`config.mk`:
```
export PLATFORM = sky130hd
export DESIGN_NAME = sm3_expnd
export DESIGN_NICKNAME = d
export VERILOG_FILES = /design/src/rtl/sm3_pkg.sv /design/src/rtl/sm3_expnd_wgen.sv /design/src/rtl/sm3_expnd.sv
export SDC_FILE = /design/constraint.sdc
export NUM_CORES = 1
export LEC_CHECK = 0
export BUFFER_PORTS_ARGS = -buffer_cell sky130_fd_sc_hd__buf_2
export CORE_UTILIZATION = 40
export DETAILED_ROUTE_END_ITERATION = 16
export SETUP_SLACK_MARGIN = 0.1
export SYNTH_ARGS = -nofsm -noshare
export SYNTH_HDL_FRONTEND = slang
export SYNTH_SLANG_ARGS = --single-unit
export TNS_END_PERCENT = 20
```
`constraint.sdc`:
```
create_clock -name clk -period 1.7 [get_ports clk]
set_input_delay 0.34 -clock clk [delete_from_list [all_inputs] [get_ports clk]]
set_output_delay 0.34 -clock clk [all_outputs]
set_load 0.05 [all_outputs]
```
`src/rtl/sm3_pkg.sv`:
```
// Shared SM3 constants, FSM state type and the XOR/rotate helpers used by
// the message expander.
package sm3_pkg;

  localparam int SM3_WORD_W    = 32;
  localparam int SM3_BLK_WORDS = 16;
  localparam int SM3_ROUNDS    = 64;

  typedef logic [SM3_WORD_W-1:0] word_t;

  typedef enum logic {
    LOAD = 1'b0,
    EXPD = 1'b1
  } state_t;

  // 32-bit rotate left; n is always a small constant in this design
  function automatic word_t rotl(input word_t x, input int n);
    return (x << n) | (x >> (SM3_WORD_W - n));
  endfunction

  // SM3 message-expansion permutation
  function automatic word_t p1(input word_t x);
    return x ^ rotl(x, 15) ^ rotl(x, 23);
  endfunction

endpackage

```
`src/rtl/sm3_expnd_wgen.sv`:
```
// Combinational next-word generator: given window words W_j, W_j+3, W_j+7,
// W_j+10 and W_j+13 it produces W_j+16.
import sm3_pkg::*;

module sm3_expnd_wgen (
  input  word_t w0,
  input  word_t w3,
  input  word_t w7,
  input  word_t w10,
  input  word_t w13,
  output word_t w16
);

  // W_j+16 = P1(W_j ^ W_j+7 ^ rotl(W_j+13,15)) ^ rotl(W_j+3,7) ^ W_j+10
  always_comb begin
    w16 = p1(w0 ^ w7 ^ rotl(w13, 15)) ^ rotl(w3, 7) ^ w10;
  end

endmodule

```
`src/rtl/sm3_expnd.sv`:
```
// SM3 message expander. Loads a 16-word block into a sliding window, then
// emits W_j and W'_j = W_j ^ W_j+4 for j = 0..63, one pair per cycle.
//
// Handshake: a word is transferred on a rising edge where pad_otpt_ena and
// pad_otpt_vld are both high; ena depends only on the state register, and
// the output side (expnd_otpt_vld) has no backpressure.
//
// Output timing: outputs are registered and present W_j during the EXPD
// cycle whose round counter equals j. To achieve that, each edge loads the
// output registers from window slot 1 (the word that becomes slot 0 after the
// window shift on that same edge), so the first pair appears in the cycle
// right after the 16th-word handshake.
import sm3_pkg::*;

module sm3_expnd (
  input  logic                  clk,
  input  logic                  rst_n,
  input  logic [SM3_WORD_W-1:0] pad_otpt_d,
  input  logic                  pad_otpt_vld,
  input  logic                  pad_otpt_lst,
  output logic                  pad_otpt_ena,
  output logic [SM3_WORD_W-1:0] expnd_otpt_wj,
  output logic [SM3_WORD_W-1:0] expnd_otpt_wjj,
  output logic                  expnd_otpt_vld,
  output logic                  expnd_otpt_lst
);

  // FSM state is a plain named register so checkers can bind to it
  state_t     state;
  word_t      win [SM3_BLK_WORDS];
  logic [3:0] load_cnt;
  logic [5:0] j;
  logic       lst_flag;
  word_t      w_next;
  logic       hs;

  assign pad_otpt_ena = (state == LOAD);
  assign hs           = pad_otpt_ena && pad_otpt_vld;

  sm3_expnd_wgen u_wgen (
    .w0  (win[0]),
    .w3  (win[3]),
    .w7  (win[7]),
    .w10 (win[10]),
    .w13 (win[13]),
    .w16 (w_next)
  );

  // Control FSM, window shift register and registered outputs
  always_ff @(posedge clk or negedge rst_n) begin
    if (!rst_n) begin
      state          <= LOAD;
      load_cnt       <= 4'd0;
      j              <= 6'd0;
      lst_flag       <= 1'b0;
      for (int i = 0; i < SM3_BLK_WORDS; i++) win[i] <= '0;
      expnd_otpt_wj  <= '0;
      expnd_otpt_wjj <= '0;
      expnd_otpt_vld <= 1'b0;
      expnd_otpt_lst <= 1'b0;
    end else begin
      case (state)
        LOAD: begin
          if (hs) begin
            for (int i = 0; i < SM3_BLK_WORDS - 1; i++) win[i] <= win[i+1];
            win[SM3_BLK_WORDS-1] <= pad_otpt_d;
            if (load_cnt == 4'd15) begin
              // 16th word: block complete, W_0 = slot 1 before this shift
              load_cnt       <= 4'd0;
              lst_flag       <= pad_otpt_lst;
              state          <= EXPD;
              j              <= 6'd0;
              expnd_otpt_wj  <= win[1];
              expnd_otpt_wjj <= win[1] ^ win[5];
              expnd_otpt_vld <= 1'b1;
              expnd_otpt_lst <= 1'b0;
            end else begin
              load_cnt <= load_cnt + 4'd1;
            end
          end
        end
        EXPD: begin
          for (int i = 0; i < SM3_BLK_WORDS - 1; i++) win[i] <= win[i+1];
          win[SM3_BLK_WORDS-1] <= w_next;
          if (j == 6'd63) begin
            state          <= LOAD;
            j              <= 6'd0;
            lst_flag       <= 1'b0;
            expnd_otpt_vld <= 1'b0;
            expnd_otpt_lst <= 1'b0;
          end else begin
            j              <= j + 6'd1;
            expnd_otpt_wj  <= win[1];
            expnd_otpt_wjj <= win[1] ^ win[5];
            expnd_otpt_lst <= lst_flag && (j == 6'd62);
          end
        end
        default: state <= LOAD;
      endcase
    end
  end

endmodule

```
Word-level counts from Yosys, hierarchy flattened
Cells that the tools add are included. Widths: inputs -> output; s select.

Flip-flop bits (word level): 590. Latch bits: 0. Bits in writable memories: 0. Bits in read-only memories: 0. Input bits: 36. Output and inout port bits: 67. Word-level logic and storage cells: 81. Memories kept: 0.

Add/sub/neg operators: 2. Multipliers: 0. Div/mod/pow operators: 0. $lt $le $gt $ge: 0. Eq/ne operators: 7. Shift-type cells: 0. Multiplexer cells: 30. Bitwise logic cells: 12. Reduce and logical (&&, ||, !) cells: 6.

Operators by type and width (number): $pmux 512 s2 (1); $mux 512 (1); $xor 32x32->32 (7); $mux 32 (6); $pmux 32 s2 (2); $or 32x15->32 (2); $or 32x23->32 (1); $or 32x7->32 (1); $mux 6 (3); $eq 6x6->1 const B (2); $pmux 6 s2 (1); $mux 1 (11); $pmux 1 s2 (4); $add 6x1->6 const B (1); $ne 2x1->1 const B (3); $reduce_and 3->1 (2); $add 4x1->4 const B (1); $eq 4x4->1 const B (1); $mux 4 (1); $reduce_and 2->1 (2); $logic_and 1x1->1 (2); $ne 2x2->1 const B (1); $not 1->1 (1).

Logic depth before layout (Yosys ltp)
Depth after elaboration: 8. Mapped depth: 7. Depth with buffers taken out: 5.

Hierarchy
Synthesis repeated with hierarchy kept, for this count alone.

Cells, all modules: 1587. Area, all modules: 24422.2 µm².

By module, submodules not included: sm3_expnd (instances 1, cells an instance 1427, area an instance 22549.1 µm², sequential area each 14764.2 µm²); sm3_expnd_wgen (instances 1, cells an instance 160, area an instance 1873.0 µm², sequential area each 0.0 µm²).

Worst setup path after synthesis
Ideal clock, no wire load.

Path kind: register -> register. Start point: register load_cnt[0]. End point: register expnd_otpt_wj[0]. Setup time: 0.125 ns. Arrival: 1.531 ns. Required time: 1.575 ns. Slack: 0.044 ns. Stages on the path, launching flop included: 8. Buffers on the path: 2. Clock period less this slack: 1.656 ns. Path through: dfrtp_1 -> ha_1 -> and3_1 -> nand2_1 -> nand2_2 -> buf_6 -> buf_6 -> mux2_4.

Word-level cells in the longest chain between the ends: 3.

RTL lines: from (decl) (line sm3_expnd.sv:31) `logic [3:0] load_cnt;`; from (signal assigned) (line sm3_expnd.sv:78) `load_cnt <= load_cnt + 4'd1;`; $eq 4x4->1 (line sm3_expnd.sv:67) `if (load_cnt == 4'd15) begin`; $ne 2x1->1 (no line); $reduce_and 3->1 (no line); to (signal assigned) (line sm3_expnd.sv:73) `expnd_otpt_wj <= win[1];`; to (signal assigned) (line sm3_expnd.sv:93) `expnd_otpt_wj <= win[1];`; to (decl) (line sm3_expnd.sv:22) `output logic [SM3_WORD_W-1:0] expnd_otpt_wj,`.

Every way passes these cells. A chain may end at the register's enable or synchronous reset.

Worst setup path in the final report
Start point: register state. End point: register expnd_otpt_wj[7].

Word-level cells in the longest chain between the ends: 4. Elaborated cells on any way between the ends: 7. Classes of those cells: eq/ne (3); mux (1); bitwise (1); reduce/logical (2).

RTL lines: from (decl) (line sm3_expnd.sv:29) `state_t state;`; from (signal assigned) (line sm3_expnd.sv:52) `state <= LOAD;`; from (signal assigned) (line sm3_expnd.sv:71) `state <= EXPD;`; from (signal assigned) (line sm3_expnd.sv:86) `state <= LOAD;`; $not 1->1 (no line); $logic_and 1x1->1 (line sm3_expnd.sv:38) `assign hs = pad_otpt_ena && pad_otpt_vld;`; $ne 2x1->1 (no line); $reduce_and 3->1 (no line).

Several ways; a longest one is shown, not always the timed one.

==> results_dict.tcl <==
set metrics [dict create \
    status "complete, but fails checks" \
    failed_checks "negative setup slack" \
    worstReg2RegStart "state" \
    crit_path_start "state" \
    initial_core_util_pct 40.6 \
    n_antenna_cell 0 \
    fillers 5075 \
    postSynthCellCount 1551 \
    cp-start-kind "register" \
    cts_tree "built" \
    cts-buffers-inserted 60 \
    hold_viol 0 \
    setup_viol 80 \
    synth_edf_count 0 \
    rrSetupSlack_ns -0.03 \
    syn-num-nets 1590 \
    setup_ws_ns -0.0346 \
    first_iter_violations 589 \
    whs_ns 0.0258 \
    cp.depth 8 \
    maxSlewViolCount 0 \
    slowest_stage "dfrtp_2" \
    yosysWarnings 0 \
    ys_seq_area_share_pct 60.0 \
    synth_area_leaders "dfrtp_1 60%, mux2_2 22%, xnor2_1 4.6%" \
    r2r_cells 8 \
    vias_per_cell 4.94 \
    worstSetupEndpoint "expnd_otpt_wj[7]" \
    area_growth_pct 25.4 \
    path_max_fanout 8 \
    finalCriticalPeriod_ns 1.73 \
    fin_skew_ns 0.0268 \
    top_usage_layer "met2" \
    max_stage_delay_ns 0.43 \
    path_common_cell "buf_6" \
    syn_area_sq_um 24600 \
    postLayoutCoreUtil_pct 50.9 \
    detail-route-antenna-nets 0 \
    routedWlPerCell_microns 21.4 \
    h-tree-depth 2 \
    synth_commonest_cells "590 x dfrtp_1, 470 x mux2_2, 129 x xnor2_1" \
    critPathKind "register to register" \
    rsz0062_at_grt "yes" \
    clock_latency_ns 0.62 \
    drc 0 \
    clock.fmax_mhz 576 \
    endpoint_kind "register" \
    path_cells "buf_6, nor2b_4, buf_6, nand2_4, nand2_8, buf_12, buf_16, mux2_4" \
    r2r-end "expnd_otpt_wj[7]" \
    clock_sinks 590 \
    grt_pass1_wl_microns 86200 \
    grt.total_usage_pct 18.2 \
    grt_util_met1_pct 25.4 \
    grt_use_met3_pct 3.18 \
    final_cells 2662 \
    wl_microns 57000 \
    die_h_microns 250 \
    dr.pass1.iters 5 \
    yosysTopAreaCellShare_pct 60.0 \
    async_flop_share_pct 100 \
    grt_overflow_total 0 \
    ys.flop_type "dfrtp_1" \
    drive_gt1_share_pct 51.7 \
    routabilityCongestion 0.777 \
    yosysMostFrequentCell "dfrtp_1" \
    grt_pass1_vias 13900 \
    grt_util_met2_pct 29.1 \
    dp_hpwl_microns 37600 \
    port_buffers 102 \
    dp.cells 2491 \
    worstPathArrival_ns 2.24 \
    rows 90 \
    netlist.top_cell.by_area "dfrtp_1" \
    num_vias 13100 \
    clockBufferDepth 3 \
    hp-class "input pin to register" \
    clk_pin_slew_worst_paths_ns 0.06 \
    core_area_sq_um 60600 \
    synth.avg_cell_area_sq_um 15.9 \
    maxCapViolCount 0 \
    path_buf_inv 4 \
    antenna_found_initial 0 \
    final.period_utilization_pct 102 \
    ios 103 \
    die_area_sq_um 62500 \
    final_nets 1869 \
    cp_top_family "buffers and inverters" \
    grt_max_degree 95 \
    slew-limit-headroom_pct 64.8 \
    dpl_worst_slack_ns -0.0267 \
    cp.required_ns 2.20 \
    clockRootBuffer "clkbuf_16" \
    register_area_sq_um 14800 \
    worst_pin_slew_ns 0.529 \
    die_w_microns 250 \
    ys_ff_latch 590 \
    multi_input_area_sq_um 10100 \
    synth_cell_type_count 33 \
]
-- final cells by class --
class | count | area share, %
Inverter | 4 | 0.0730
Timing Repair Buffer | 292 | 9.40
Clock buffer | 86 | 5.64
Multi-Input combinational cell | 882 | 32.7
Clock inverter | 26 | 1.05
Sequential cell | 590 | 47.9
Tap cell | 782 | 3.17
-- registers in the layout (all words and copies together) (netlist names) --
signal	count
expnd_otpt_vld	1
state	1
win	512
load_cnt	4
lst_flag	1
expnd_otpt_wj	32
j	6
expnd_otpt_lst	1
expnd_otpt_wjj	32
-- tightest hold or removal path: cells and delay by family --
family / cells / cell delay (ns)
AOI/OAI and AO/OA: 2 / 0.17
buffers and inverters: 1 / 0.08
-- cells by family after synthesis --
family / after synthesis / synth area share (%)
adders and majority gates: 3 / 0.153
muxes: 545 / 25.7
and+or+nand+nor: 60 / 1.37
buffers and inverters: 79 / 1.95
AOI/OAI and AO/OA: 79 / 2.07
DFF: 590 / 60.0
xor gates and xnor gates: 195 / 8.73
-- per-layer routing --
metal,part of all wire (%),wire length [microns]
met1,46,26200
met2,47,27000
met5,0,0
met3,4.6,2640
met4,2.0,1120
-- cell usage in the layout (no fill, tap or decap), types with 12 or more instances in the layout --
cell           count
a211oi_1          32
a21oi_1           31
buf_12            21
buf_16            16
buf_2             47
buf_4            169
buf_6             15
clkbuf_1          13
clkbuf_16         68
clkbuf_8          12
clkinv_2          14
dfrtp_1          583
dlygate4sd3_1     13
mux2_1            22
mux2_2           363
mux2_4           160
nor2b_1           32
xnor2_1          101
xnor2_2           26
xnor3_2           22
xor2_1            34
-- worst min-delay path by stage --
| stage | end | startpoint | cells past startpoint |
|---|---|---|---|
| floorplan | expnd_otpt_lst | rst_n | 0 |
| global placement | expnd_otpt_wj[28] | rst_n | 1 |
| detailed placement | expnd_otpt_wjj[28] | rst_n | 1 |
| CTS | win[10] | pad_otpt_d[10] | 3 |
| global route | win[10] | pad_otpt_d[10] | 3 |
| finish | win[10] | pad_otpt_d[10] | 3 |
-- per-stage QoR --
stage | setup TNS (ns) | area (sq um)
after floorplan | 0 | 24600
after global placement | -0.00725 | 26900
after detailed placement | -0.908 | 26900
after CTS | -2.86 | 30200
after global routing | -16.62 | 30800
final | -0.882 | 30800
-- repair_timing --
item | 4_1_cts | 5_1_grt
gates cloned | 6 | 7
hold endpoints to repair | 375 | 0
gates resized for setup | 222 | 52
buffers inserted | 12 | 21
endpoints found under the setup margin | 294 | 572
hold buffers | 13 | 0
pin swaps | 35 | 9
Power is not shown: default switching activity piles up to over one toggle a cycle in this logic, so the estimate is an artifact.
